==> config.mk <==
export PLATFORM = sky130hd
export DESIGN_NAME = hazard_ctrl_flat
export DESIGN_NICKNAME = d
export VERILOG_FILES = /design/src/rtl/hazard_ctrl_if.sv /design/src/rtl/hazard_ctrl.sv /design/src/flat_wrapper.sv
export SDC_FILE = /design/constraint.sdc
export NUM_CORES = 1
export LEC_CHECK = 0
export BUFFER_PORTS_ARGS = -buffer_cell sky130_fd_sc_hd__buf_2
export CORE_MARGIN = 3
export CORE_UTILIZATION = 59
export CTS_CLUSTER_DIAMETER = 150
export DETAILED_ROUTE_END_ITERATION = 12
export PLACE_DENSITY = 0.86
export SKIP_CTS_REPAIR_TIMING = 1
export SLEW_MARGIN = 20
export SYNTH_ARGS = -nofsm -noshare
export SYNTH_HDL_FRONTEND = slang
export SYNTH_SLANG_ARGS = --single-unit
==> constraint.sdc <==
create_clock -name i_clk -period 5 [get_ports i_clk]
set_input_delay 0.75 -clock i_clk [delete_from_list [all_inputs] [get_ports i_clk]]
set_output_delay 0.75 -clock i_clk [all_outputs]
set_load 0.02 [all_outputs]
==> src/rtl/hazard_ctrl_if.sv <==
// hazard_ctrl_if: groups the ID-stage operand/destination info, branch and
// memory back-pressure inputs, and the pipeline-control / status outputs of
// hazard_ctrl.
//   slave  : hazard_ctrl side (receives i_*, drives o_*)
//   master : pipeline side    (drives i_*, receives o_*)
interface hazard_ctrl_if;
  logic        i_id_vld;
  logic [4:0]  i_id_rs1_addr;
  logic [4:0]  i_id_rs2_addr;
  logic        i_id_rs1_used;
  logic        i_id_rs2_used;
  logic        i_id_rd_wren;
  logic [4:0]  i_id_rd_addr;
  logic        i_pc_sel_ex;
  logic        i_lsu_stall;
  logic        o_enable_pc;
  logic        o_enable_if;
  logic        o_enable_id;
  logic        o_enable_ex;
  logic        o_enable_mem;
  logic        o_reset_if;
  logic        o_reset_id;
  logic [1:0]  o_state;
  logic [31:0] o_stall_cnt;
  logic [31:0] o_flush_cnt;
  logic [31:0] o_freeze_cnt;

  modport slave (
    input  i_id_vld, i_id_rs1_addr, i_id_rs2_addr, i_id_rs1_used,
           i_id_rs2_used, i_id_rd_wren, i_id_rd_addr, i_pc_sel_ex, i_lsu_stall,
    output o_enable_pc, o_enable_if, o_enable_id, o_enable_ex, o_enable_mem,
           o_reset_if, o_reset_id, o_state, o_stall_cnt, o_flush_cnt,
           o_freeze_cnt
  );

  modport master (
    output i_id_vld, i_id_rs1_addr, i_id_rs2_addr, i_id_rs1_used,
           i_id_rs2_used, i_id_rd_wren, i_id_rd_addr, i_pc_sel_ex, i_lsu_stall,
    input  o_enable_pc, o_enable_if, o_enable_id, o_enable_ex, o_enable_mem,
           o_reset_if, o_reset_id, o_state, o_stall_cnt, o_flush_cnt,
           o_freeze_cnt
  );
endinterface

==> src/rtl/hazard_ctrl.sv <==
// hazard_ctrl: hazard controller for a non-forwarding five-stage RV32I core.
// A three-entry destination scoreboard (EX, MEM, WB) detects RAW hazards on
// the ID instruction. Each cycle is classified FREEZE > FLUSH > STALL > RUN and
// the pipeline-register enables and active-low synchronous flushes are driven
// combinationally from that class. The class of the previous cycle and
// saturating per-class cycle counters are registered.
// Ports:
//   i_clk    : core clock, rising edge
//   i_reset  : asynchronous active-low reset
//   io_hz    : hazard_ctrl_if.slave (ID info, branch, LSU stall in;
//              enables, flushes, state, counters out)
module hazard_ctrl (
  input  logic         i_clk,
  input  logic         i_reset,
  hazard_ctrl_if.slave io_hz
);

  typedef enum logic [1:0] {
    CLS_RUN    = 2'd0,
    CLS_STALL  = 2'd1,
    CLS_FLUSH  = 2'd2,
    CLS_FREEZE = 2'd3
  } cls_e;

  logic        r_ex_vld, r_mem_vld, r_wb_vld;
  logic [4:0]  r_ex_rd,  r_mem_rd,  r_wb_rd;
  cls_e        r_state;
  logic [31:0] r_stall_cnt, r_flush_cnt, r_freeze_cnt;

  logic        w_rs1_hit, w_rs2_hit, w_hazard;
  cls_e        w_cls;
  logic        w_en_pc, w_en_if, w_en_id, w_en_ex, w_en_mem;
  logic        w_rst_if, w_rst_id;

  // WB entry still counts: the register file has no write-through bypass.
  always_comb begin
    w_rs1_hit = io_hz.i_id_rs1_used && (io_hz.i_id_rs1_addr != 5'd0) &&
                ((r_ex_vld  && (r_ex_rd  == io_hz.i_id_rs1_addr)) ||
                 (r_mem_vld && (r_mem_rd == io_hz.i_id_rs1_addr)) ||
                 (r_wb_vld  && (r_wb_rd  == io_hz.i_id_rs1_addr)));
    w_rs2_hit = io_hz.i_id_rs2_used && (io_hz.i_id_rs2_addr != 5'd0) &&
                ((r_ex_vld  && (r_ex_rd  == io_hz.i_id_rs2_addr)) ||
                 (r_mem_vld && (r_mem_rd == io_hz.i_id_rs2_addr)) ||
                 (r_wb_vld  && (r_wb_rd  == io_hz.i_id_rs2_addr)));
    w_hazard  = io_hz.i_id_vld && (w_rs1_hit || w_rs2_hit);
  end

  always_comb begin
    w_cls = CLS_RUN;
    if (io_hz.i_lsu_stall)      w_cls = CLS_FREEZE;
    else if (io_hz.i_pc_sel_ex) w_cls = CLS_FLUSH;
    else if (w_hazard)          w_cls = CLS_STALL;
  end

  always_comb begin
    w_en_pc  = 1'b1;
    w_en_if  = 1'b1;
    w_en_id  = 1'b1;
    w_en_ex  = 1'b1;
    w_en_mem = 1'b1;
    w_rst_if = 1'b1;
    w_rst_id = 1'b1;
    if (!i_reset) begin
      // Flush both front registers while reset is held.
      w_rst_if = 1'b0;
      w_rst_id = 1'b0;
    end else begin
      unique case (w_cls)
        CLS_FREEZE: begin
          w_en_pc  = 1'b0;
          w_en_if  = 1'b0;
          w_en_id  = 1'b0;
          w_en_ex  = 1'b0;
          w_en_mem = 1'b0;
        end
        CLS_FLUSH: begin
          w_rst_if = 1'b0;
          w_rst_id = 1'b0;
        end
        CLS_STALL: begin
          w_en_pc  = 1'b0;
          w_en_if  = 1'b0;
          w_rst_id = 1'b0;
        end
        default: ;
      endcase
    end
  end

  // Scoreboard shifts unless frozen; only a RUN cycle admits a new entry.
  always_ff @(posedge i_clk or negedge i_reset) begin
    if (!i_reset) begin
      r_ex_vld  <= 1'b0;
      r_mem_vld <= 1'b0;
      r_wb_vld  <= 1'b0;
      r_ex_rd   <= '0;
      r_mem_rd  <= '0;
      r_wb_rd   <= '0;
    end else if (w_cls != CLS_FREEZE) begin
      r_wb_vld  <= r_mem_vld;
      r_wb_rd   <= r_mem_rd;
      r_mem_vld <= r_ex_vld;
      r_mem_rd  <= r_ex_rd;
      r_ex_vld  <= (w_cls == CLS_RUN) && io_hz.i_id_vld && io_hz.i_id_rd_wren &&
                   (io_hz.i_id_rd_addr != 5'd0);
      r_ex_rd   <= io_hz.i_id_rd_addr;
    end
  end

  always_ff @(posedge i_clk or negedge i_reset) begin
    if (!i_reset) begin
      r_state      <= CLS_RUN;
      r_stall_cnt  <= '0;
      r_flush_cnt  <= '0;
      r_freeze_cnt <= '0;
    end else begin
      r_state <= w_cls;
      unique case (w_cls)
        CLS_STALL:  if (r_stall_cnt  != '1) r_stall_cnt  <= r_stall_cnt  + 32'd1;
        CLS_FLUSH:  if (r_flush_cnt  != '1) r_flush_cnt  <= r_flush_cnt  + 32'd1;
        CLS_FREEZE: if (r_freeze_cnt != '1) r_freeze_cnt <= r_freeze_cnt + 32'd1;
        default: ;
      endcase
    end
  end

  assign io_hz.o_enable_pc  = w_en_pc;
  assign io_hz.o_enable_if  = w_en_if;
  assign io_hz.o_enable_id  = w_en_id;
  assign io_hz.o_enable_ex  = w_en_ex;
  assign io_hz.o_enable_mem = w_en_mem;
  assign io_hz.o_reset_if   = w_rst_if;
  assign io_hz.o_reset_id   = w_rst_id;
  assign io_hz.o_state      = r_state;
  assign io_hz.o_stall_cnt  = r_stall_cnt;
  assign io_hz.o_flush_cnt  = r_flush_cnt;
  assign io_hz.o_freeze_cnt = r_freeze_cnt;

endmodule

==> src/flat_wrapper.sv <==
// flat-port wrapper written by rule: the top's interface ports become plain ports
module hazard_ctrl_flat 
  (i_clk, i_reset, io_hz_i_id_vld, io_hz_i_id_rs1_addr, io_hz_i_id_rs2_addr, io_hz_i_id_rs1_used, io_hz_i_id_rs2_used, io_hz_i_id_rd_wren, io_hz_i_id_rd_addr, io_hz_i_pc_sel_ex, io_hz_i_lsu_stall, io_hz_o_enable_pc, io_hz_o_enable_if, io_hz_o_enable_id, io_hz_o_enable_ex, io_hz_o_enable_mem, io_hz_o_reset_if, io_hz_o_reset_id, io_hz_o_state, io_hz_o_stall_cnt, io_hz_o_flush_cnt, io_hz_o_freeze_cnt);
  hazard_ctrl_if io_hz_i ();
  input  logic i_clk;
  input  logic i_reset;
  input wire logic [$bits(io_hz_i.i_id_vld)-1:0] io_hz_i_id_vld;
  input wire logic [$bits(io_hz_i.i_id_rs1_addr)-1:0] io_hz_i_id_rs1_addr;
  input wire logic [$bits(io_hz_i.i_id_rs2_addr)-1:0] io_hz_i_id_rs2_addr;
  input wire logic [$bits(io_hz_i.i_id_rs1_used)-1:0] io_hz_i_id_rs1_used;
  input wire logic [$bits(io_hz_i.i_id_rs2_used)-1:0] io_hz_i_id_rs2_used;
  input wire logic [$bits(io_hz_i.i_id_rd_wren)-1:0] io_hz_i_id_rd_wren;
  input wire logic [$bits(io_hz_i.i_id_rd_addr)-1:0] io_hz_i_id_rd_addr;
  input wire logic [$bits(io_hz_i.i_pc_sel_ex)-1:0] io_hz_i_pc_sel_ex;
  input wire logic [$bits(io_hz_i.i_lsu_stall)-1:0] io_hz_i_lsu_stall;
  output wire logic [$bits(io_hz_i.o_enable_pc)-1:0] io_hz_o_enable_pc;
  output wire logic [$bits(io_hz_i.o_enable_if)-1:0] io_hz_o_enable_if;
  output wire logic [$bits(io_hz_i.o_enable_id)-1:0] io_hz_o_enable_id;
  output wire logic [$bits(io_hz_i.o_enable_ex)-1:0] io_hz_o_enable_ex;
  output wire logic [$bits(io_hz_i.o_enable_mem)-1:0] io_hz_o_enable_mem;
  output wire logic [$bits(io_hz_i.o_reset_if)-1:0] io_hz_o_reset_if;
  output wire logic [$bits(io_hz_i.o_reset_id)-1:0] io_hz_o_reset_id;
  output wire logic [$bits(io_hz_i.o_state)-1:0] io_hz_o_state;
  output wire logic [$bits(io_hz_i.o_stall_cnt)-1:0] io_hz_o_stall_cnt;
  output wire logic [$bits(io_hz_i.o_flush_cnt)-1:0] io_hz_o_flush_cnt;
  output wire logic [$bits(io_hz_i.o_freeze_cnt)-1:0] io_hz_o_freeze_cnt;
  assign io_hz_i.i_id_vld = io_hz_i_id_vld;
  assign io_hz_i.i_id_rs1_addr = io_hz_i_id_rs1_addr;
  assign io_hz_i.i_id_rs2_addr = io_hz_i_id_rs2_addr;
  assign io_hz_i.i_id_rs1_used = io_hz_i_id_rs1_used;
  assign io_hz_i.i_id_rs2_used = io_hz_i_id_rs2_used;
  assign io_hz_i.i_id_rd_wren = io_hz_i_id_rd_wren;
  assign io_hz_i.i_id_rd_addr = io_hz_i_id_rd_addr;
  assign io_hz_i.i_pc_sel_ex = io_hz_i_pc_sel_ex;
  assign io_hz_i.i_lsu_stall = io_hz_i_lsu_stall;
  assign io_hz_o_enable_pc = io_hz_i.o_enable_pc;
  assign io_hz_o_enable_if = io_hz_i.o_enable_if;
  assign io_hz_o_enable_id = io_hz_i.o_enable_id;
  assign io_hz_o_enable_ex = io_hz_i.o_enable_ex;
  assign io_hz_o_enable_mem = io_hz_i.o_enable_mem;
  assign io_hz_o_reset_if = io_hz_i.o_reset_if;
  assign io_hz_o_reset_id = io_hz_i.o_reset_id;
  assign io_hz_o_state = io_hz_i.o_state;
  assign io_hz_o_stall_cnt = io_hz_i.o_stall_cnt;
  assign io_hz_o_flush_cnt = io_hz_i.o_flush_cnt;
  assign io_hz_o_freeze_cnt = io_hz_i.o_freeze_cnt;
  hazard_ctrl u_core (.i_clk(i_clk), .i_reset(i_reset), .io_hz(io_hz_i));
endmodule
Yosys cells after proc, flatten, opt, wreduce, memory -nomap -nowiden:

Cells that the tools add are included.

* output and inout bits: 105
* word-level logic and storage cells: 65
* bits in registers: 116
* bits in latches: 0
* memory bits (writable): 0
* memory bits (read-only): 0
* memories kept: 0
* input port bits: 23

* add/subtract/negate cells: 3
* reductions and logical operators: 28
* multipliers: 0
* $lt $le $gt $ge: 0
* shift operators: 0
* muxes and demuxes: 11
* bitwise gates (word level): 0
* equal/unequal tests: 13
* divide/modulo/power cells: 0

Operators with widths (count)
* 32-bit by 1-bit adder with 32-bit output (second input constant): 3
* 32-bit inequality test (second input constant): 3
* 5-bit == test: 6
* 5-bit nonzero test: 3
* 1-bit logical AND: 14
* 1-bit 2-to-1 mux: 9
* 2-bit AND reduction: 3
* 1-bit logical OR: 5
* 2-bit == test (second input constant): 2
* 2-bit 2-to-1 mux: 2
* 2-bit OR reduction: 2
* 2-bit by 1-bit == test with 1-bit output (second input constant): 1
* 2-bit logical NOT: 1
* 2-bit inequality test (second input constant): 1

Longest topological paths before layout:

Gate-level depths: netlist (run 1).

* depth after elaboration: 14
* depth in mapped cells: 10
* depth with buffers taken out: 8

Worst setup path after synthesis (run 1):

Ideal clock, no wire load.

* path type: input -> output
* start point: input port io_hz_i_id_rs1_addr[0]
* end point: output port io_hz_o_enable_pc
* arrival time: 2.247 ns
* required time: 4.250 ns
* stages: 6
* path slack: 2.003 ns
* buffers on the path: 1
* cells stage by stage: or4_1 > o211ai_1 > a31oi_1 > or3_1 > nand2_1 > buf_4

* longest elaborated chain between the ends: 14
* elaborated cells between the ends (all ways): 21
* classes of those cells: eq/ne: 5; mux: 5; reduce/logical: 11

Ends and longest elaborated chain
* from (decl): RTL line flat_wrapper.sv:8 `input wire logic [$bits(io_hz_i.i_id_rs1_addr)-1:0] io_hz_i_id_rs1_addr;`
* 5-bit == test, on equally long branches: RTL line hazard_ctrl.sv:38, hazard_ctrl.sv:39
* 1-bit logical AND, on equally long branches: RTL line hazard_ctrl.sv:38, hazard_ctrl.sv:39
* 1-bit logical OR: RTL line hazard_ctrl.sv:38 `((r_ex_vld && (r_ex_rd == io_hz.i_id_rs1_addr)) ||`
* 1-bit logical OR: RTL line hazard_ctrl.sv:39 `(r_mem_vld && (r_mem_rd == io_hz.i_id_rs1_addr)) ||`
* 1-bit logical AND (*): RTL line hazard_ctrl.sv:37 `w_rs1_hit = io_hz.i_id_rs1_used && (io_hz.i_id_rs1_addr != 5'd0) &&`
* 1-bit logical OR (*): RTL line hazard_ctrl.sv:45 `w_hazard = io_hz.i_id_vld && (w_rs1_hit || w_rs2_hit);`
* 1-bit logical AND (*): RTL line hazard_ctrl.sv:45
* 1-bit 2-to-1 mux (*): RTL line hazard_ctrl.sv:52 `else if (w_hazard) w_cls = CLS_STALL;`
* 2-bit 2-to-1 mux (*): RTL line hazard_ctrl.sv:51 `else if (io_hz.i_pc_sel_ex) w_cls = CLS_FLUSH;`
* 2-bit 2-to-1 mux (*): RTL line hazard_ctrl.sv:50 `if (io_hz.i_lsu_stall) w_cls = CLS_FREEZE;`
* named net u_core.w_cls[0]: RTL line hazard_ctrl.sv:31 `cls_e w_cls;`
* 2-bit == test or 2-bit by 1-bit == test with 1-bit output (tied branches)
* 2-bit OR reduction (no line) (*)
* 1-bit 2-to-1 mux (*) (2 in a row)
* to (decl): RTL line flat_wrapper.sv:16 `output wire logic [$bits(io_hz_i.o_enable_pc)-1:0] io_hz_o_enable_pc;`

Mark *: on every way through the listed nets, which the timed path passes. The rest lies on a longest branch.

Worst setup path after layout (run 1):

* start point: input port io_hz_i_id_rs1_addr[0]
* end point: output port io_hz_o_reset_id

* longest elaborated chain between the ends: 14
* elaborated cells between the ends (all ways): 21
* classes of those cells: eq/ne: 5; mux: 5; reduce/logical: 11

Ends and longest elaborated chain
* 5-bit == test, on equally long branches: RTL line hazard_ctrl.sv:38, hazard_ctrl.sv:39
* 1-bit logical AND, on equally long branches: RTL line hazard_ctrl.sv:38, hazard_ctrl.sv:39
* 1-bit logical OR: RTL line hazard_ctrl.sv:38
* 1-bit logical OR: RTL line hazard_ctrl.sv:39
* 1-bit logical AND (*): RTL line hazard_ctrl.sv:37
* 1-bit logical OR (*): RTL line hazard_ctrl.sv:45
* 1-bit logical AND (*): RTL line hazard_ctrl.sv:45
* 1-bit 2-to-1 mux (*): RTL line hazard_ctrl.sv:52
* 2-bit 2-to-1 mux (*): RTL line hazard_ctrl.sv:51
* 2-bit 2-to-1 mux (*): RTL line hazard_ctrl.sv:50
* 2-bit == test or 2-bit by 1-bit == test with 1-bit output (tied branches): RTL line hazard_ctrl.sv:68 `unique case (w_cls)`
* 2-bit OR reduction (no line) (*)
* 1-bit 2-to-1 mux (*): RTL line hazard_ctrl.sv:68
* 1-bit 2-to-1 mux (*): RTL line hazard_ctrl.sv:63 `if (!i_reset) begin`
* to (decl): RTL line flat_wrapper.sv:22 `output wire logic [$bits(io_hz_i.o_reset_id)-1:0] io_hz_o_reset_id;`

Mark *: on every way between the ends. The rest lies on a longest branch, timed or not.

==> metrics.md, run 1 <==
| Metric | Value |
|---|---|
| RSZ-0062 raised after global routing | `no` |
| Final Cycle Share | `0.665` |
| Total Die Area | `0.0109 mm^2` |
| Placed cell count | `770` |
| Worst setup endpoint | `io_hz_o_reset_id` |
| H-tree level count | `4` |
| Worst-Margin Slew | `0.893 ns` |
| Iteration count of the initial detailed-routing pass | `5` |
| Final net count | `686` |
| Area Growth Syn to Fin | `23.9%` |
| CTS Buffer Depth | `2` |
| Crit-path slowest cell | `or4_1` |
| Cts bufs inserted | `17` |
| Max-Cap Viols | `0` |
| Layout Cells excl Fill | `802` |
| Status | `finished clean` |
| Hold slack | `0.251 ns` |
| Final WL | `14100 um` |
| Critical Path Start | `io_hz_i_id_rs1_addr[0]` |
| Top Usage Layer GRT | `met2` |
| Die width | `104 um` |
| Fmax | `0.301 GHz` |
| Setup tns final | `0 ns` |
| Synth warn | `0` |
| # fillers | `628` |
| I/O pin total | `128` |
| Routability cong. | `0.945` |
| Gr usage total | `0.268` |
| Worst slew margin | `0.405` |
| Num rows | `35` |
| Core ar. | `0.00933 mm^2` |
| Worst EP required | `4.25 ns` |
| Final count of pins violating max slew | `0` |
| Worst-path cell chain | `buf_2 -> or4_1 -> o211ai_1 -> a31oi_1 -> nor2_1 -> o21a_1 -> buf_2` |
| Seq/Total Area, Yosys | `0.507` |
| Synth Register Bits | `116` |
| CTS Root Cell | `clkbuf_8` |
| GR Overflow Total | `0` |
| Maximum VDD drop | `222 uV` |
| Sink Count | `116` |
| Power density over the cells | `392 mW/mm^2` |
| Met3 Use GR | `0.0583` |
| Startpoint Class | `input port` |
| Port bufs | `127` |
| Hold Path Class | `input port to asynchronous set/reset pin` |
| Die span in y | `104 um` |
| CP arrival | `2.58 ns` |
| Clock Latency Late Sink | `0.52 ns` |
| Detailed-route DRC error count | `0` |
| Antenna Cells | `0` |
| Via/cell ratio | `5.75` |
| RR Endpoint | `u_core.io_hz.o_stall_cnt[1]` |
| Crit end category | `output pin` |
| Synth top area cells | `dfrtp_1, xnor2_1, xor2_1, nand3_1, mux2_2` |
| Met2 usage | `0.459` |
| R2r startpoint | `u_core.io_hz.o_stall_cnt[0]` |
| TritonCTS clock tree | `yes` |
| Worst Clk Skew | `0.0142 ns` |
| Initial antenna violation count | `0` |
| Layout cells sized above 1 | `0.290` |
| Critical path fanouts, max | `8` |
| Number of DRC markers in iteration 0 | `155` |
| R2R depth | `7` |
| Most frequent cells in the layout | `buf_2, dfrtp_1, xnor2_1, xor2_1, nand2_1` |
| Routed WL per cell | `17.6 um` |
| Largest net degree at the start of global routing | `72` |
| Crit-path max cell delay | `0.51 ns` |
| Final Util | `0.760` |
| Cell taking the most area after synthesis | `dfrtp_1` |
| First-pass GRT wire length | `23400 um` |
| Cell mode on critical path | `buf_2` |
| Async S/R FF share, synth | `1.00` |
| Leak pwr | `0.00339 uW` |
| Final critical path time including I/O delays and setup | `3.33 ns` |
| Primary FF master, synth | `dfrtp_1` |
| Post-synth cell types | `52` |
| DP HPWL | `9450 um` |
| Vias in the first global route | `4761` |
| Post-synth EDFFs | `0` |
| Initial Util | `0.613` |
| Syn_nets | `552` |
| Critical path class | `input port to output pin` |
| Mapped Area | `0.00572 mm^2` |
| Most common cell after layout, fill and taps aside | `buf_2` |
| Remaining antenna violation count | `0` |
| R2R setup slack | `2.42 ns` |
| Met1 global-route usage | `0.326` |
| Final Hold Viols | `0` |
| Post-synth top area share | `0.507` |
| Final Setup Violations | `0` |
| Syn Inst Count | `526` |
| Total number of vias | `4612` |
| CTS clk-pin slew, worst paths | `0.06 ns` |
| Mapped Avg Cell Area | `10.9 um^2` |
| Final Total Pwr | `2780 uW` |
-- worst min path at each step --
stage	endpoint	cells past startpoint
floorplan	u_core.io_hz.o_flush_cnt[0]	0
global placement	u_core.io_hz.o_flush_cnt[23]	1
detailed placement	u_core.io_hz.o_freeze_cnt[28]	1
CTS	u_core.io_hz.o_flush_cnt[3]	1
global route	u_core.io_hz.o_flush_cnt[4]	1
finish	u_core.io_hz.o_flush_cnt[3]	1
-- report_power, final --
group	switching, uW	total, uW	internal [uW]	leakage, uW
Clock	437	1310	872	0.000308
Combinational	207	352	144	0.00154
Sequential	104	1120	1010	0.00154
Total	749	2780	2030	0.00339
-- metal layers --
metal,vias up,share of wire,wire length (um)
met2,193,0.52,7270
met4,0,0.025,346
met1,2264,0.40,5610
met3,36,0.061,864
met5,-,0,0
li1,2119,-,-
-- synthesized netlist by cell type (3+ instances only) --
master	n
and2_1	7
and3_1	11
and4_1	8
buf_4	4
clkbuf_1	5
dfrtp_1	116
ha_1	3
inv_1	7
mux2_2	19
nand2_1	46
nand3_1	45
nand4_1	31
nor2_1	28
nor3_1	14
nor4_1	12
or4_1	3
xnor2_1	73
xor2_1	50
-- per-stage QoR --
step	setup slack, ns	instance area, um^2
2_1_floorplan	2.00	5720
3_5_place_dp	1.71	6450
5_1_grt	1.55	7090
3_3_place_gp	1.78	6450
6_report	1.67	7090
4_1_cts	1.71	7090
-- logic make-up (layout without fill, tap and decap cells) --
| group | count (synthesis) | after routing | synth area share |
|---|---|---|---|
| flip-flops | 116 | 116 | 0.507 |
| AO/OA/AOI/OAI | 18 | 18 | 0.0227 |
| adder cells (fa/ha/maj) | 3 | 3 | 0.00656 |
| AND/OR/NAND/NOR | 226 | 226 | 0.216 |
| multiplexers | 20 | 20 | 0.0400 |
| buffers and inverters | 20 | 167 | 0.0186 |
| XOR/XNOR | 123 | 123 | 0.188 |
-- state kept, by name, summed over array words and instances, names as in the netlist --
register,count
u_core.r_mem_vld,1
u_core.r_mem_rd,5
u_core.r_ex_rd,5
u_core.r_wb_vld,1
u_core.io_hz.o_state,2
u_core.r_wb_rd,5
u_core.io_hz.o_flush_cnt,32
u_core.r_ex_vld,1
u_core.io_hz.o_freeze_cnt,32
u_core.io_hz.o_stall_cnt,32
-- worst max-delay path: cells and delay by family --
kind | cells | cell delay, ns
AO/OA/AOI/OAI | 3 | 0.52
buffers and inverters | 2 | 0.29
AND/OR/NAND/NOR | 2 | 1.01
-- final cells by class --
class                      instances  area, um^2  area share
sequential                       116        2900       0.410
multi-input combinational        390        2710       0.383
timing repair buffer             128         646      0.0911
clock buffer                      19         432      0.0609
clock inverter                    13         206      0.0291
tap                              129         161      0.0228
inverter                           7        26.3     0.00371
Power figures use the tool's default switching activity.
==> inputs of run 2 (changes only) <==
--- a/config.mk
+++ b/config.mk
@@ -5,12 +5,13 @@
 export SDC_FILE = /design/constraint.sdc
 export NUM_CORES = 1
 export LEC_CHECK = 0
+export ABC_AREA = 1
 export BUFFER_PORTS_ARGS = -buffer_cell sky130_fd_sc_hd__buf_2
 export CORE_MARGIN = 3
-export CORE_UTILIZATION = 59
+export CORE_UTILIZATION = 51
 export CTS_CLUSTER_DIAMETER = 150
 export DETAILED_ROUTE_END_ITERATION = 12
-export PLACE_DENSITY = 0.86
+export PLACE_DENSITY = 0.77
 export SKIP_CTS_REPAIR_TIMING = 1
 export SLEW_MARGIN = 20
 export SYNTH_ARGS = -nofsm -noshare
==> constraint.sdc (replaced) <==
create_clock -name i_clk -period 2.9 [get_ports i_clk]
set_input_delay 0.435 -clock i_clk [delete_from_list [all_inputs] [get_ports i_clk]]
set_output_delay 0.435 -clock i_clk [all_outputs]
set_load 0.02 [all_outputs]
==> run 2 against run 1 <==
Clock skew is 0.0039 ns lower. Final area rose by 21%. Via count increased by 50%. Register-to-register slack got worse by 1.9 ns. Sequential power rose by 71%. Sequential share of layout area decreased by 7.0 points. Critical endpoint is now u_core.io_hz.o_stall_cnt[26].
==> metrics.md, run 2 <==
| Metric | Value |
|---|---|
| CTS clk-pin slew, worst paths | `0.05 ns (about the same)` |
| Maximum VDD drop | `506 uV (+130%)` |
| CTS Root Cell | `clkbuf_16` |
| Initial Util | `0.535 (-0.0779)` |
| RR Endpoint | `u_core.io_hz.o_stall_cnt[26]` |
| Worst-Margin Slew | `0.860 ns (-0.0331 ns)` |
| Async S/R FF share, synth | `1.00 (unchanged)` |
| Primary FF master, synth | `dfrtp_1` |
| I/O pin total | `128 (unchanged)` |
| Routed WL per cell | `14.4 um (-18%)` |
| Post-synth top area share | `0.400 (-0.108)` |
| Remaining antenna violation count | `0 (unchanged)` |
| Critical path's top delay family | `simple AND/OR/NAND/NOR gates` |
| Synth Register Bits | `116 (unchanged)` |
| Synth warn | `0 (unchanged)` |
| Final critical path time including I/O delays and setup | `2.41 ns` |
| H-tree level count | `4 (unchanged)` |
| Die span in y | `125 um (+20%)` |
| Hold Crit Start | `io_hz_i_pc_sel_ex` |
| Clock Latency Late Sink | `0.42 ns (-0.10 ns)` |
| Final Cycle Share | `0.832` |
| Num rows | `42 (+20%)` |
| Final Setup Violations | `0 (unchanged)` |
| Power density over the cells | `545 mW/mm^2 (+39%)` |
| Max-Cap Viols | `0 (unchanged)` |
| Antenna Cells | `0 (unchanged)` |
| Area Growth Syn to Fin | `17.7%` |
| Startpoint Class | `register` |
| Worst hold endpoint | `u_core.io_hz.o_state[1]` |
| Most frequent cells in the layout | `nand2_1, buf_2, dfrtp_1, nor2_1, inv_1` |
| Pre-CTS WS | `0.475 ns (-1.24 ns)` |
| Crit end category | `register` |
| Synth top cells by count | `nand2_1, dfrtp_1, nor2_1` |
| R2r startpoint | `u_core.io_hz.o_stall_cnt[0]` |
| Mapped Avg Cell Area | `7.12 um^2 (-35%)` |
| TritonCTS clock tree | `yes` |
| Final WS setup | `0.487 ns (-1.19 ns)` |
| Critical path fanouts, max | `32 (+24)` |
| Number of DRC markers in iteration 0 | `540 (+250%)` |
| Die width | `125 um (+20%)` |
| Largest net degree at the start of global routing | `92 (+28%)` |
| Crit-path max cell delay | `0.69 ns (+0.18 ns)` |
| Status | `finished clean` |
| Hold Path Class | `input port to register` |
| Detailed-route DRC error count | `0 (unchanged)` |
| Final net count | `1174 (+71%)` |
| Initial antenna violation count | `0 (unchanged)` |
| Via/cell ratio | `5.20 (-9.6%)` |
| Post-synth EDFFs | `0 (unchanged)` |
| Leak pwr | `0.00441 uW (+30%)` |
| Worst Path Buf+Inv | `0 (-2)` |
| RSZ-0062 raised after global routing | `no` |
| Cell taking the most area after synthesis | `dfrtp_1` |
| Worst slew margin | `0.425 (+0.0207)` |
| Final Hold Viols | `0 (unchanged)` |
| CTS Buffer Depth | `2 (unchanged)` |
| Most frequent cell after synthesis | `nand2_1` |
| Most common cell after layout, fill and taps aside | `nand2_1` |
| Port bufs | `127 (unchanged)` |
| Worst-path cell chain | `ha_1 -> nand3_2 -> nor2_2 -> nand3_1 -> nor3_2 -> nand3_1 -> nand4_2 -> nand2_1 -> nand2_1` |
| Cts bufs inserted | `17 (unchanged)` |
| Final WL | `19200 um (+36%)` |
| Cell count of the worst hold path | `3` |
| Gr usage total | `0.242 (-0.0252)` |
| Mapped Area | `0.00726 mm^2 (+27%)` |
| Core ar. | `0.0136 mm^2 (+45%)` |
| Syn Inst Count | `1019 (+94%)` |
| Sequential cell area | `0.00290 mm^2 (unchanged)` |
| Vias in the first global route | `6227 (+31%)` |
| Worst Clk Skew | `0.0103 ns (-0.00386 ns)` |
| Sink Count | `116 (unchanged)` |
| Total Die Area | `0.0157 mm^2 (+44%)` |
| R2R setup slack | `0.49 ns (-1.93 ns)` |
| CP arrival | `2.71 ns (+0.13 ns)` |
| R2R depth | `9 (+2)` |
| Worst EP required | `3.19 ns (-1.06 ns)` |
| Synth top area cells | `dfrtp_1, nand2_1, xor2_1, nor2_1, inv_1` |
| Syn_nets | `1045 (+89%)` |
| Iteration count of the initial detailed-routing pass | `5 (unchanged)` |
| DP HPWL | `14300 um (+51%)` |
| First-pass GRT wire length | `31300 um (+34%)` |
| Final count of pins violating max slew | `0 (unchanged)` |
| Crit-path slowest cell | `nand4_2` |
| Layout cells sized above 1 | `0.166 (-0.124)` |
| Critical path class | `register to register` |
| Post-synth cell types | `33 (-37%)` |
| Routability cong. | `0.970 (+2.6%)` |
| Fmax | `0.415 GHz` |
| Setup tns final | `0 ns (unchanged)` |
| # fillers | `1304 (+110%)` |
| Seq/Total Area, Yosys | `0.400 (-0.108)` |
| Total number of vias | `6930 (+50%)` |
| GR Overflow Total | `0 (unchanged)` |
| Area of the multi-input gates | `0.00382 mm^2 (+41%)` |
==> run 2: stage by stage <==
| stage | utilization | std cells | hold slack (ns) | cell area (um^2) | total power (uW) |
|---|---|---|---|---|---|
| 2_1_floorplan | - | 1019 | 0.139 | 7260 | 2450 |
| 3_3_place_gp | 0.589 | 1304 | 0.398 | 7990 | 2720 |
| 3_5_place_dp | 0.589 | 1304 | 0.393 | 7990 | 2730 |
| 4_1_cts | 0.629 | 1332 | -0.0460 | 8530 | 4680 |
| 5_1_grt | 0.630 | 1333 | 0.231 | 8540 | 4860 |
| 6_report | 0.630 | 1333 | 0.232 | 8540 | 4660 |
==> run 2: worst reg2reg max path, delay by kind of cell, from the launching register on <==
family	cells	cell delay [ns]
AND/OR/NAND/NOR	8	1.57
flip-flops	1	0.44
adder cells (fa/ha/maj)	1	0.29
==> run 2: kinds of logic after synthesis <==
group | after synthesis | synth area share
DFF | 116 | 0.400
and+or+nand+nor | 657 | 0.388
buffers and inverters | 118 | 0.0733
xor gates and xnor gates | 90 | 0.109
AOI/OAI and AO/OA | 35 | 0.0252
adders and majority gates | 3 | 0.00517
==> run 2: layout make-up <==
class	count	area share
inverter	96	0.0425
multi-input combinational	785	0.448
clock inverter	6	0.00645
sequential	116	0.340
tap	176	0.0258
clock buffer	22	0.0567
timing repair buffer	132	0.0809
==> run 2: where the power goes <==
| part | internal [uW] | total, uW | leakage (uW) | switching (uW) |
|---|---|---|---|---|
| sequential | 1760 | 1910 | 0.00155 | 152 |
| clock | 1240 | 1940 | 0.000273 | 705 |
| combinational | 246 | 805 | 0.00259 | 559 |
==> run 2: how the worst max path moves through the flow <==
stage                     cells after the start                           end  slack (ns)                   startpoint
after floorplan                              12             io_hz_o_enable_pc        1.01       io_hz_i_id_rs1_addr[0]
after global placement                       11   u_core.io_hz.o_stall_cnt[0]        0.50       io_hz_i_id_rs1_addr[3]
after detailed placement                      9  u_core.io_hz.o_stall_cnt[12]        0.48  u_core.io_hz.o_stall_cnt[0]
after CTS                                     9  u_core.io_hz.o_stall_cnt[26]        0.44  u_core.io_hz.o_stall_cnt[0]
after global routing                          9  u_core.io_hz.o_stall_cnt[18]        0.27  u_core.io_hz.o_stall_cnt[0]
final                                         9  u_core.io_hz.o_stall_cnt[26]        0.49  u_core.io_hz.o_stall_cnt[0]
==> run 2: per-layer routing <==
layer  share of wire  vias up  global-route usage
met5               0        -                   0
met4           0.013        0              0.0702
met1            0.47     3205               0.342
li1                -     3472                   -
met3           0.058       24              0.0533
met2            0.46      229               0.378
==> inputs of run 3 (changes only) <==
--- a/config.mk
+++ b/config.mk
@@ -5,13 +5,13 @@
 export SDC_FILE = /design/constraint.sdc
 export NUM_CORES = 1
 export LEC_CHECK = 0
-export ABC_AREA = 1
+export ABC_AREA = 0
 export BUFFER_PORTS_ARGS = -buffer_cell sky130_fd_sc_hd__buf_2
 export CORE_MARGIN = 3
-export CORE_UTILIZATION = 51
+export CORE_UTILIZATION = 49
 export CTS_CLUSTER_DIAMETER = 150
 export DETAILED_ROUTE_END_ITERATION = 12
-export PLACE_DENSITY = 0.77
+export PLACE_DENSITY = 0.76
 export SKIP_CTS_REPAIR_TIMING = 1
 export SLEW_MARGIN = 20
 export SYNTH_ARGS = -nofsm -noshare
==> constraint.sdc (replaced) <==
create_clock -name i_clk -period 1.9 [get_ports i_clk]
set_input_delay 0.285 -clock i_clk [delete_from_list [all_inputs] [get_ports i_clk]]
set_output_delay 0.285 -clock i_clk [all_outputs]
set_load 0.02 [all_outputs]
==> run 3 against run 2 <==
The flow now finishes with violations (hold timing, setup timing). Flip-flop and latch count did not move. Global-route usage is 0.093 points lower. Die area down 17%. Worst setup slack lost 0.98 ns. First-iteration DRC count shrank 39%. Critical path depth is 2 lower. Sequential share of layout area increased by 0.45 points. Final cell count shrank 29%. Critical path type is now register to output pin.
==> metrics.md, run 3 (same netlist as run 1, synthesis figures left out) <==
| Metric | Value |
|---|---|
| Status | `finished, violations left` |
| Failing checks | `hold timing, setup timing` |
| Worst EP required | `1.62 ns (-1.57 ns)` |
| I/O pin total | `128 (unchanged)` |
| First-pass GRT wire length | `25100 um (-20%)` |
| Fmax | `0.418 GHz` |
| Final net count | `816 (-30%)` |
| Startpoint Class | `register` |
| Area Growth Syn to Fin | `49.0%` |
| Number of DRC markers in iteration 0 | `330 (-39%)` |
| Placed cell count | `898 (-31%)` |
| Setup tns final | `-5.62 ns (-5.62 ns)` |
| Num rows | `38 (-9.5%)` |
| Port bufs | `127 (unchanged)` |
| Worst Path Buf+Inv | `1 (+1)` |
| Critical path's top delay family | `simple AND/OR/NAND/NOR gates` |
| Initial Util | `0.514 (-0.0212)` |
| Final Hold Viols | `16 (+16)` |
| Sink Count | `116 (unchanged)` |
| Critical path class | `register to output pin` |
| Die width | `114 um (-9.0%)` |
| Total number of vias | `5136 (-26%)` |
| CP arrival | `2.11 ns (-0.60 ns)` |
| Crit-path max cell delay | `0.43 ns (-0.26 ns)` |
| Worst Clk Skew | `0.00830 ns (-0.00204 ns)` |
| Final WL | `16000 um (-17%)` |
| Antenna Cells | `0 (unchanged)` |
| Max-Cap Viols | `0 (unchanged)` |
| Final count of pins violating max slew | `0 (unchanged)` |
| CTS Root Cell | `clkbuf_16` |
| Worst-Margin Slew | `0.890 ns (+0.0304 ns)` |
| Critical path fanouts, max | `4 (-88%)` |
| Fin area | `0.00852 mm^2 (-0.19%)` |
| Power density over the cells | `886 mW/mm^2 (+62%)` |
| Leak pwr | `0.00425 uW (-3.5%)` |
| Area of the multi-input gates | `0.00310 mm^2 (-19%)` |
| Largest net degree at the start of global routing | `100 (+8.7%)` |
| Most frequent cells in the layout | `buf_4, buf_2, dfrtp_1, xnor2_1, xor2_1` |
| Layout Cells excl Fill | `943 (-29%)` |
| Clock Latency Late Sink | `0.41 ns (about the same)` |
| Iteration count of the initial detailed-routing pass | `4 (-1)` |
| CTS Buffer Depth | `2 (unchanged)` |
| Routed WL per cell | `17.0 um (+18%)` |
| Worst-path cell chain | `xor2_1 -> nor4_1 -> nand3_1 -> a31oi_2 -> nor2_2 -> o21a_1 -> buf_2` |
| # fillers | `730 (-44%)` |
| Sequential cell area | `0.00294 mm^2 (+1.1%)` |
| Detailed-route DRC error count | `0 (unchanged)` |
| GR Overflow Total | `0 (unchanged)` |
| Via/cell ratio | `5.45 (+4.8%)` |
| Routability cong. | `0.856 (-12%)` |
| Remaining antenna violation count | `0 (unchanged)` |
| Area after DPL | `0.00747 mm^2 (-6.5%)` |
| H-tree level count | `4 (unchanged)` |
| Crit-path slowest cell | `dfrtp_1` |
| TritonCTS clock tree | `yes` |
| Layout cells sized above 1 | `0.506 (+0.340)` |
| Final critical path time including I/O delays and setup | `2.39 ns` |
| Hold Path Class | `input port to asynchronous set/reset pin` |
| Final WS setup | `-0.491 ns (-0.979 ns)` |
| Core ar. | `0.0111 mm^2 (-18%)` |
| Gr usage total | `0.241 (-0.000928)` |
| Cts bufs inserted | `17 (unchanged)` |
| Total Die Area | `0.0130 mm^2 (-17%)` |
| Final Cycle Share | `1.26` |
| DP HPWL | `10900 um (-23%)` |
| Die span in y | `114 um (-9.0%)` |
| Vias in the first global route | `5151 (-17%)` |
| Hold slack | `-0.0139 ns (-0.246 ns)` |
| Worst slew margin | `0.404 (-0.0209)` |
| RSZ-0062 raised after global routing | `yes` |
| Pre-CTS WS | `-0.330 ns (-0.805 ns)` |
| Initial antenna violation count | `0 (unchanged)` |
| Crit end category | `output pin` |
| Final Setup Violations | `41 (+41)` |
| CTS clk-pin slew, worst paths | `0.06 ns (about the same)` |
| Maximum VDD drop | `672 uV (+33%)` |
## run 3: worst paths after layout
| kind | startpoint | endpoint | slack (ns) | cells past startpoint |
|---|---|---|---|---|
| max in group asynchronous | i_reset | u_core.io_hz.o_flush_cnt[6] | 0.66 | 2 |
| min reg2reg | u_core.io_hz.o_flush_cnt[23] | u_core.io_hz.o_flush_cnt[23] | 0.50 | 1 |
| min in group i_clk | io_hz_i_id_rd_addr[0] | u_core.r_ex_rd[0] | 0.12 | 2 |
| min | i_reset | u_core.r_mem_rd[2] | -0.01 | 2 |
| max | u_core.r_mem_rd[2] | io_hz_o_reset_id | -0.49 | 7 |
| max reg2reg | u_core.r_mem_rd[2] | u_core.io_hz.o_stall_cnt[29] | -0.22 | 8 |
## run 3: per-stage QoR
step                power, uW   util
finish                   7550  0.766
floorplan                3520      -
detailed placement       4110  0.671
CTS                      7510  0.728
global route             7840  0.766
global placement         4080  0.671
## run 3: routing by layer
layer / up-vias / wire (um) / global-route usage
li1: 2389 / - / -
met5: - / 0 / 0
met4: 0 / 409 / 0.0958
met3: 37 / 841 / 0.0481
met2: 167 / 8140 / 0.402
met1: 2543 / 6610 / 0.310
## run 3: cell type report
type                            count  share of cell area
Clock inverter                     10              0.0181
Tap cell                          140              0.0206
Clock buffer                       22              0.0556
Inverter                            7             0.00308
Multi-Input combinational cell    390               0.363
Timing Repair Buffer              258               0.195
Sequential cell                   116               0.344
## run 3: worst reg2reg max path: cells and delay by family, from the launching register on
kind,cells,cell delay [ns]
compound gates,1,0.26
flops,1,0.43
xor+xnor,2,0.35
simple gates,4,0.81
buf+inv,1,0.20
## run 3: power breakdown
part	total [uW]	switching [uW]	internal [uW]
Clock	3390	1100	2290
Combinational	1290	692	595
Sequential	2880	204	2670
